File: config.mk
export PLATFORM = sky130hd
export DESIGN_NAME = bsg_rr_arb_one_hot_hold
export DESIGN_NICKNAME = d
export VERILOG_FILES = /design/src/rtl/bsg_arb_pkg.sv /design/src/rtl/bsg_rr_pick_one_hot.sv /design/src/rtl/bsg_rr_arb_one_hot_hold.sv
export SDC_FILE = /design/constraint.sdc
export NUM_CORES = 1
export LEC_CHECK = 0
export CAP_MARGIN = 5
export CORE_UTILIZATION = 40
export DETAILED_ROUTE_END_ITERATION = 12
export MAX_ROUTING_LAYER = met4
export PLACE_DENSITY = 0.7
export SYNTH_ARGS = -nofsm -noshare
export SYNTH_HDL_FRONTEND = slang
export SYNTH_SLANG_ARGS = --single-unit
export TNS_END_PERCENT = 30
File: constraint.sdc
create_clock -name clk_i -period 2.4 [get_ports clk_i]
set_input_delay 0.48 -clock clk_i [delete_from_list [all_inputs] [get_ports clk_i]]
set_output_delay 0.48 -clock clk_i [all_outputs]
set_load 0.05 [all_outputs]
File: src/rtl/bsg_arb_pkg.sv
// bsg_arb_pkg: shared state encoding and sizing helper for the round-robin arbiters
package bsg_arb_pkg;
  typedef enum logic {eIDLE, eGRANT} bsg_arb_state_e;
  function automatic int bsg_rr_id_width(input int width_p);
    return (width_p > 1) ? $clog2(width_p) : 1;
  endfunction
endpackage

File: src/rtl/bsg_rr_pick_one_hot.sv
// bsg_rr_pick_one_hot: one-hot round-robin pick of r_i starting one position past last_i
module bsg_rr_pick_one_hot #(
  parameter int width_p    = 4,
  parameter bit lo_to_hi_p = 1'b1
) (
  input  logic [width_p-1:0] r_i,
  input  logic [width_p-1:0] last_i,
  output logic [width_p-1:0] grant_o
);
  logic [width_p-1:0] r_o, l_o, m, pick;
  // Downward search is the upward search on bit-reversed vectors.
  for (genvar j = 0; j < width_p; j++) begin : g_o
    assign r_o[j]     = r_i[lo_to_hi_p ? j : width_p-1-j];
    assign l_o[j]     = last_i[lo_to_hi_p ? j : width_p-1-j];
    assign grant_o[j] = pick[lo_to_hi_p ? j : width_p-1-j];
  end
  assign m    = r_o & ~((l_o << 1) - width_p'(1));
  assign pick = |m ? m & (~m + width_p'(1)) : r_o & (~r_o + width_p'(1));
endmodule

File: src/rtl/bsg_rr_arb_one_hot_hold.sv
// bsg_rr_arb_one_hot_hold: round-robin arbiter with a registered one-hot grant held until yumi
module bsg_rr_arb_one_hot_hold
  import bsg_arb_pkg::*;
#(
  parameter  int width_p    = 4,
  parameter  bit lo_to_hi_p = 1'b1,
  localparam int id_w_lp    = bsg_rr_id_width(width_p)
) (
  input  logic               clk_i,
  input  logic               reset_i,
  input  logic [width_p-1:0] reqs_i,
  output logic               v_o,
  output logic [width_p-1:0] grant_one_hot_o,
  output logic [id_w_lp-1:0] grant_id_o,
  input  logic               yumi_i
);
  localparam logic [width_p-1:0] last_rst_lp = width_p'(1) << (lo_to_hi_p ? width_p-1 : 0);
  bsg_arb_state_e state_q, state_d;
  logic [width_p-1:0] grant_q, grant_d, last_q, last_d, pick;
  logic [id_w_lp-1:0] id_q, id_d, pick_id;
  logic accept, load;
  bsg_rr_pick_one_hot #(.width_p(width_p), .lo_to_hi_p(lo_to_hi_p)) u_pick (
    .r_i(reqs_i), .last_i(last_d), .grant_o(pick)
  );
  for (genvar b = 0; b < id_w_lp; b++) begin : g_e
    logic [width_p-1:0] sel;
    for (genvar j = 0; j < width_p; j++) begin : g_s
      assign sel[j] = ((j >> b) & 1) == 1;
    end
    assign pick_id[b] = |(pick & sel);
  end
  // Reload grant from idle or on acceptance; the pick already sees the updated pointer.
  always_comb begin
    accept  = (state_q == eGRANT) & yumi_i;
    load    = (state_q == eIDLE) | accept;
    last_d  = accept ? grant_q : last_q;
    state_d = load ? (|reqs_i ? eGRANT : eIDLE) : state_q;
    grant_d = load ? pick : grant_q;
    id_d    = load ? pick_id : id_q;
  end
  // State, grant, index and pointer registers; reset drops the grant at once.
  always_ff @(posedge clk_i or posedge reset_i) begin
    if (reset_i) begin
      state_q <= eIDLE;
      grant_q <= '0;
      id_q    <= '0;
      last_q  <= last_rst_lp;
    end else begin
      state_q <= state_d;
      grant_q <= grant_d;
      id_q    <= id_d;
      last_q  <= last_d;
    end
  end
  assign v_o             = state_q == eGRANT;
  assign grant_one_hot_o = grant_q & {width_p{v_o}};
  assign grant_id_o      = id_q;
  a_onehot: assert property (@(posedge clk_i) disable iff (reset_i) $onehot0(grant_one_hot_o));
  a_valid:  assert property (@(posedge clk_i) disable iff (reset_i) v_o == |grant_one_hot_o);
  a_hold:   assert property (@(posedge clk_i) disable iff (reset_i) v_o & ~yumi_i |=> $stable(grant_one_hot_o));
  a_yumi:   assert property (@(posedge clk_i) disable iff (reset_i) yumi_i |-> v_o);
endmodule

# Word-level counts from Yosys, hierarchy flattened

Index checks and enable logic that the tools add are counted.

$add $sub $neg: 3
Mux-type cells: 3
Bitwise gates (word level): 10
Reduce and logical (&&, ||, !) cells: 4

Operators by type and width:

| operator            | count |
|---|---|
| $and 4x4->4         | 4 |
| $not 4->4           | 3 |
| $add 4x1->4 const B | 2 |
| $reduce_or 4->1     | 2 |
| $mux 4              | 1 |
| $reduce_or 2->1     | 2 |
| $sub 4x1->4 const B | 1 |
| $mux 3              | 1 |
| $and 1x1->1         | 1 |
| $mux 1              | 1 |
| $not 1->1           | 1 |
| $or 1x1->1          | 1 |

Bits in registers: 10
Bits of input ports: 7
Output and inout bits: 7
Word-level logic and storage cells: 24

# Depth between registers and ports, before layout

Gate-level depths: netlist of run 1.

Word-level depth: 10
Gate-level depth with buffers: 10
Gate-level depth less buffers: 9

# Hierarchy

From an unflattened synthesis of run 1, not the netlist that was laid out.

Cell total of the unflattened synthesis: 49
Area total of the unflattened synthesis: 581.8 um2

By module, submodules not included:

| module                  | times used | cells each | area each (um2) | sequential area each (um2) |
|---|---|---|---|---|
| bsg_rr_arb_one_hot_hold | 1          | 35         | 479.2           | 276.5 |
| bsg_rr_pick_one_hot     | 1          | 14         | 102.6           | 0.0 |

# Least setup slack after synthesis of run 1

OpenSTA, ideal clock, no wires.

Kind: flip-flop to flip-flop
Start point: register state_q (netlist: v_o)
End point: register id_q[1] (netlist: grant_id_o[1])
Setup time: 0.132 ns
Data arrival time: 1.943 ns
Path slack: 0.325 ns
Cell stages (with the launch flop): 11
Period minus slack after synthesis: 2.075 ns
Cells stage by stage: dfrtp_1 > buf_6 > nand2_2 > mux2_4 > inv_1 > ha_1 > inv_1 > a21oi_2 > a31oi_1 > o31ai_1 > nand3_1

Longest elaborated chain between the ends: 10
Elaborated cells between the ends (all ways): 13
Those cells by class: add/sub (2); mux (2); bitwise (7); reduce/logical (2)

RTL lines:

| element                  | line                          | source |
|---|---|---|
| start: declaration       | bsg_rr_arb_one_hot_hold.sv:18 | `bsg_arb_state_e state_q, state_d;` |
| start signal: assignment | bsg_rr_arb_one_hot_hold.sv:44 | `state_q <= eIDLE;` |
| start signal: assignment | bsg_rr_arb_one_hot_hold.sv:49 | `state_q <= state_d;` |
| $and 1x1->1 *            | bsg_rr_arb_one_hot_hold.sv:34 | `accept = (state_q == eGRANT) & yumi_i;` |
| $mux 3 *                 | bsg_rr_arb_one_hot_hold.sv:36 | `last_d = accept ? grant_q : last_q;` |
| net last_d[0]            | bsg_rr_arb_one_hot_hold.sv:19 | `logic [width_p-1:0] grant_q, grant_d, last_q, last_d, pick;` |
| $sub 4x1->4 *            | bsg_rr_pick_one_hot.sv:17     | `assign m = r_o & ~((l_o << 1) - width_p'(1));` |
| $not 4->4 *              | bsg_rr_pick_one_hot.sv:17     |  |
| $and 4x4->4 *            | bsg_rr_pick_one_hot.sv:17     |  |
| $not 4->4                | bsg_rr_pick_one_hot.sv:18     | `assign pick = \|m ? m & (~m + width_p'(1)) : r_o & (~r_o + width_p'(1));` |
| $add 4x1->4              | bsg_rr_pick_one_hot.sv:18     |  |
| $and 4x4->4              | bsg_rr_pick_one_hot.sv:18     |  |
| $mux 4 *                 | bsg_rr_pick_one_hot.sv:18     |  |
| $reduce_or 2->1 *        | bsg_rr_arb_one_hot_hold.sv:30 | `assign pick_id[b] = \|(pick & sel);` |
| end signal: assignment   | bsg_rr_arb_one_hot_hold.sv:51 | `id_q <= id_d;` |
| end: declaration         | bsg_rr_arb_one_hot_hold.sv:20 | `logic [id_w_lp-1:0] id_q, id_d, pick_id;` |

Mark *: on every way through the listed nets, which the timed path passes. The rest lies on a longest branch.
A chain may end at the register's enable or synchronous reset.

# Worst setup path after layout of run 1

Start point: register state_q (netlist: v_o)
End point: output grant_one_hot_o[0]

Longest elaborated chain between the ends: 1

RTL lines:

| element          | line                          | source |
|---|---|---|
| $and 4x4->4      | bsg_rr_arb_one_hot_hold.sv:56 | `assign grant_one_hot_o = grant_q & {width_p{v_o}};` |
| end: declaration | bsg_rr_arb_one_hot_hold.sv:13 | `output logic [width_p-1:0] grant_one_hot_o,` |

No other way between the ends.

==> impl_metrics.tcl, run 1 <==
set metrics [dict create \
    status "complete, no violations" \
    synth_top_area_share 0.442 \
    yosysTopAreaCell "dfrtp_1" \
    core_mm2 0.00130 \
    synth_edf_count 0 \
    ys_seq_elements 10 \
    die_area_mm2 0.00157 \
    clockRootBuffer "clkbuf_4" \
    path_clk_slew_ns 0.07 \
    async_flop_share 1.00 \
    min_path_type "input port to asynchronous set/reset pin" \
    p_per_area_mw_per_mm2 1170 \
    io_buffer_count 13 \
    dr_total_vias 516 \
    syn_to_final_growth_pct 36.1 \
    rows 13 \
    hpwl_um 926 \
    tritoncts "yes" \
    synthesis.nets 70 \
    routed_wl_mm 1.31 \
    synth-seq-area-share 0.442 \
    tightest_slew_ns 0.494 \
    finalWorstSetupSlack_ns 0.0970 \
    cp_data_arrival_time_ns 1.82 \
    path_max_fanout 11 \
    drt_first_iter_violations 13 \
    syn_area_per_cell_um2 9.12 \
    place_area_um2 733 \
    antenna_found_initial 0 \
    postCtsResizedCells 0 \
    grt_pass1_wl_mm 2.14 \
    critical_path_class "register to output port" \
    clock_latency_ns 0.28 \
    grt_pass1_vias 487 \
    synth_area_leaders "dfrtp_1 44%, nand2_1 8.6%, inv_1 4.6%" \
    finalMaxSlewViolations 0 \
    crit_path_end_kind "output port" \
    die_w_um 39.6 \
    start_util 0.435 \
    drv_cap 0 \
    cts.sinks 10 \
    stdcell_area_um2 769 \
    rsz0062_at_grt "no" \
    relSlewSlack 0.670 \
    cp-start-kind "register" \
    post-route-min-period_ns 2.30 \
    num-fill-cells 119 \
    ioPinCount 14 \
    hold_viol_final 0 \
    cts_buffers 3 \
    syn_inst 62 \
    crit_required_ns 1.92 \
    critPathSlowestCell "clkdlybuf4s50_1" \
    drcViolationCount 0 \
    dr.pass1.iters 4 \
    routed_via_density 5.32 \
    finalSetupViolCount 0 \
    max_stage_delay_ns 0.79 \
    ys_warn_count 0 \
    crit_chain "nand2_1, inv_1, clkdlybuf4s50_1" \
    gp_congestion 0.900 \
    wire_per_inst_um 13.5 \
    dp_cells 93 \
    post_cts_buffers 0 \
    track_usage 0.226 \
    synthDistinctLibCells 28 \
    fin_cells 97 \
    die_h_um 39.6 \
    cts_hold_buf 0 \
    cts_max_level 1 \
    netlist_area_um2 566 \
    nNetsFinal 91 \
    min_period_over_period 0.960 \
    p_leak_nw 0.383 \
    grt_start_max_net_pins 12 \
    max-vdd-ir-drop_v 0.000780 \
    pre_cts_slack_ns -0.0497 \
    antenna_cells 0 \
    layout-drive-gt1-share 0.146 \
    dominantRegCellSynth "dfrtp_1" \
    grt-ovfl-total 0 \
    cts_buffer_depth 2 \
    max_freq_ghz 0.434 \
    skew_ns 0.000343 \
    drtAntennaViolNets 0 \
]
-- through the flow --
stage | total power, mW | util | hold WS [ns] | TNS (ns)
after global routing | 0.954 | 0.591 | 0.518 | 0
after global placement | 0.733 | 0.563 | 0.462 | -0.102
after detailed placement | 0.741 | 0.563 | 0.456 | -0.0515
final | 0.902 | 0.591 | 0.479 | 0
after CTS | 0.903 | 0.591 | 0.483 | 0
after floorplan | 0.566 | - | 0.320 | 0
-- synthesized netlist by cell type, types with 2 or more instances --
cell type / instances
nand2_1: 13
inv_1: 7
a31oi_1: 2
and2_1: 4
dfrtp_1: 10
nand3_1: 3
a21oi_1: 2
-- cells by family (layout without fill, tap and decap cells) --
group / count (synthesis) / after routing / synth area share
flops: 10 / 10 / 0.442
simple gates: 26 / 26 / 0.221
fa+ha+maj: 1 / 1 / 0.0221
compound gates: 15 / 15 / 0.204
buf+inv: 8 / 28 / 0.0664
mux: 2 / 2 / 0.0442
-- routing by layer --
metal / share of wire / up-vias / GRT usage
met4: 0.028 / 0 / 0.164
met3: 0.063 / 5 / 0.0511
met1: 0.47 / 240 / 0.292
met5: 0 / - / -
met2: 0.44 / 18 / 0.307
li1: - / 253 / -
-- path summary, 6_finish.rpt --
kind | to | cells past startpoint | slack [ns] | startpoint
setup / recovery | grant_one_hot_o[0] | 3 | 0.1 | v_o$_DFFE_PP0P_
hold / removal | last_q[1]$_DFF_PP0_ | 2 | 0.48 | reset_i
setup reg to reg | grant_id_o[1]$_DFFE_PP0P_ | 7 | 0.34 | v_o$_DFFE_PP0P_
hold reg to reg | grant_q[3]$_DFFE_PP0P_ | 2 | 0.48 | grant_q[3]$_DFFE_PP0P_
max in group asynchronous | last_q[2]$_DFF_PP0_ | 2 | 1.65 | reset_i
min in group clk_i | grant_q[3]$_DFFE_PP0P_ | 2 | 0.48 | grant_q[3]$_DFFE_PP0P_
-- critical path, delay by kind of cell (launching register included) --
family	cells	cell delay, ns
buffers and inverters	2	0.86
and+or+nand+nor	1	0.13
DFF	1	0.56
-- power breakdown --
part,switching (mW),total (mW),internal [mW]
Combinational,0.288,0.484,0.195
Clock,0.0677,0.160,0.0924
Sequential,0.0324,0.258,0.225
-- cell usage in the layout, fill, tap and decap left out --
| cell type | netlist | routed |
|---|---|---|
| o21a_1 | 1 | 1 |
| a31oi_1 | 2 | 2 |
| dfrtp_1 | 10 | 10 |
| and2b_1 | 1 | 1 |
| nand3_1 | 3 | 3 |
| nand2_1 | 13 | 13 |
| clkbuf_8 | 0 | 1 |
| buf_4 | 0 | 4 |
| nor2_1 | 1 | 1 |
| mux2_4 | 1 | 1 |
| nand2_2 | 1 | 1 |
| ha_1 | 1 | 1 |
| a21bo_1 | 1 | 1 |
| clkdlybuf4s50_1 | 0 | 13 |
| nand3b_1 | 1 | 1 |
| a31o_2 | 1 | 1 |
| mux2i_1 | 1 | 1 |
| clkbuf_4 | 0 | 3 |
| a311oi_1 | 1 | 1 |
| o31ai_1 | 1 | 1 |
| o21ai_1 | 1 | 1 |
| nor2b_1 | 1 | 1 |
| o32a_1 | 1 | 1 |
| o2111ai_1 | 1 | 1 |
| nor3_1 | 1 | 1 |
| o211a_1 | 1 | 1 |
| a21oi_2 | 1 | 1 |
| a211oi_1 | 1 | 1 |
| a21oi_1 | 2 | 2 |
| inv_1 | 7 | 7 |
| and2_1 | 4 | 4 |
-- layout make-up --
cell class              instances  area, um^2  share of cell area
multi-input cells              44         278               0.361
inverters                       7        26.3              0.0341
flip-flops and latches         10         250               0.325
clock buffers                   4        36.3              0.0472
well taps                      15        18.8              0.0244
repair buffers                 17         160               0.208
-- state kept, by name (all words and copies together) (netlist names) --
name,cells
grant_q,4
last_q,3
grant_id_o,2
v_o,1
Note: power is estimated with default switching activity, not from simulation.
==> run 2, diff against run 1 <==
CORE_AREA = 2 2 39 41   (was default)
CORE_UTILIZATION = default   (was 40)
DIE_AREA = 0 0 41 43   (was default)
PLACE_DENSITY = 0.73   (was 0.7)
==> impl_metrics.tcl, run 2 (synthesis gave the netlist of run 1 again) <==
set metrics [dict create \
    grt_pass1_wl_mm 2.06 \
    ioPinCount 14 \
    critical_path_class "register to output port" \
    drt_first_iter_violations 9 \
    finalWorstSetupSlack_ns 0.118 \
    multi_input_area_um2 278 \
    num-fill-cells 139 \
    status "complete, no violations" \
    clock_latency_ns 0.28 \
    largest_register_ffs 4 \
    p_comb_frac 0.530 \
    tightest_slew_ns 0.495 \
    fin_util 0.552 \
    reg2reg_from "v_o$_DFFE_PP0P_" \
    core_mm2 0.00138 \
    relSlewSlack 0.669 \
    grt-ovfl-total 0 \
    cts_max_level 1 \
    path_max_fanout 11 \
    rsz0062_at_grt "no" \
    routed_via_density 5.15 \
    crit_required_ns 1.92 \
    p_per_area_mw_per_mm2 1150 \
    power.share.clock 0.180 \
    p_total_mw 0.878 \
    rrSetupSlack_ns 0.28 \
    cts.sinks 10 \
    min_path_type "register to register" \
    grt_pass1_vias 492 \
    io_buffer_count 13 \
    grt_start_max_net_pins 12 \
    dr.pass1.iters 4 \
    rows 14 \
    tns_ns 0 \
    p_switching_mw 0.379 \
    clockRootBuffer "clkbuf_4" \
    mostFrequentLayoutCells "13 x nand2_1, 13 x clkdlybuf4s50_1, 10 x dfrtp_1" \
    gp_congestion 0.815 \
    post_cts_buffers 0 \
    cts_buffers 3 \
    path_clk_slew_ns 0.07 \
    die_w_um 41 \
    drcViolationCount 0 \
    hpwl_um 855 \
    hp-start "grant_q[3]$_DFFE_PP0P_" \
    finalSetupViolCount 0 \
    min_period_over_period 0.951 \
    p_int_mw 0.499 \
    p_sw_frac 0.432 \
    dr_total_vias 500 \
    pre_cts_slack_ns -0.0567 \
    layout-drive-gt1-share 0.136 \
    dp_cells 93 \
    finalMaxSlewViolations 0 \
    top_register "grant_q" \
    place_area_um2 727 \
    die_area_mm2 0.00176 \
    drv_cap 0 \
    p_leak_nw 0.378 \
    routed_wl_mm 1.24 \
    cp_data_arrival_time_ns 1.80 \
    postCtsResizedCells 0 \
    tritoncts "yes" \
    startpoint "v_o$_DFFE_PP0P_" \
    regArea_um2 250 \
    cts_hold_buf 0 \
    drtAntennaViolNets 0 \
    die_h_um 43 \
    nNetsFinal 90 \
    p_seq_frac 0.289 \
    max_freq_ghz 0.438 \
    track_usage 0.181 \
    fin_cells 97 \
    timing.hold.ws_ns 0.470 \
    wire_per_inst_um 12.8 \
    antenna_cells 0 \
    antenna_found_initial 0 \
    syn_to_final_growth_pct 35.0 \
    post-route-min-period_ns 2.28 \
    skew_ns 0.00391 \
    max-vdd-ir-drop_v 0.000724 \
    stdcell_area_um2 763 \
    cp-start-kind "register" \
    start_util 0.409 \
    hold_viol_final 0 \
    crit_path_end_kind "output port" \
    cts_buffer_depth 2 \
]
-- run 2: cell types whose count changed in the layout (fill, tap and decap cells not counted) --
cell | before | now
buf_4 | 4 | 3
-- run 2: cell type report --
cell class | count | area share
Clock buffer | 4 | 0.0475
Multi-Input combinational cell | 44 | 0.364
Timing Repair Buffer | 16 | 0.200
Inverter | 7 | 0.0344
Sequential cell | 10 | 0.328
Tap cell | 16 | 0.0262
-- run 2: worst paths after layout --
check / to / cells after the start
max: grant_one_hot_o[2] / 2
min: grant_q[3]$_DFFE_PP0P_ / 2
max reg2reg: grant_id_o[1]$_DFFE_PP0P_ / 9
min reg2reg: grant_q[3]$_DFFE_PP0P_ / 2
max in group asynchronous: grant_id_o[1]$_DFFE_PP0P_ / 2
min in group asynchronous: grant_q[0]$_DFFE_PP0P_ / 2
-- run 2: power groups by stage --
| stage | registers, mW | clock network (mW) | logic [mW] |
|---|---|---|---|
| 6_report | 0.254 | 0.158 | 0.466 |
| 4_1_cts | 0.255 | 0.163 | 0.468 |
| 5_1_grt | 0.261 | 0.173 | 0.500 |
| 2_1_floorplan | 0.309 | 0 | 0.257 |
| 3_3_place_gp | 0.255 | 0 | 0.459 |
| 3_5_place_dp | 0.258 | 0 | 0.462 |
-- run 2: per-layer routing --
| metal | up-vias | GRT usage | wire [um] |
|---|---|---|---|
| li1 | 251 | - | - |
| met3 | 7 | 0.0471 | 50 |
| met1 | 229 | 0.205 | 554 |
| met2 | 13 | 0.278 | 597 |
| met5 | - | - | 0 |
| met4 | 0 | 0.100 | 36 |
-- run 2: critical path: stages (launching register included) --
cell	delay, ns
dfrtp_1	0.54
and2_1	0.18
clkdlybuf4s50_1	0.80
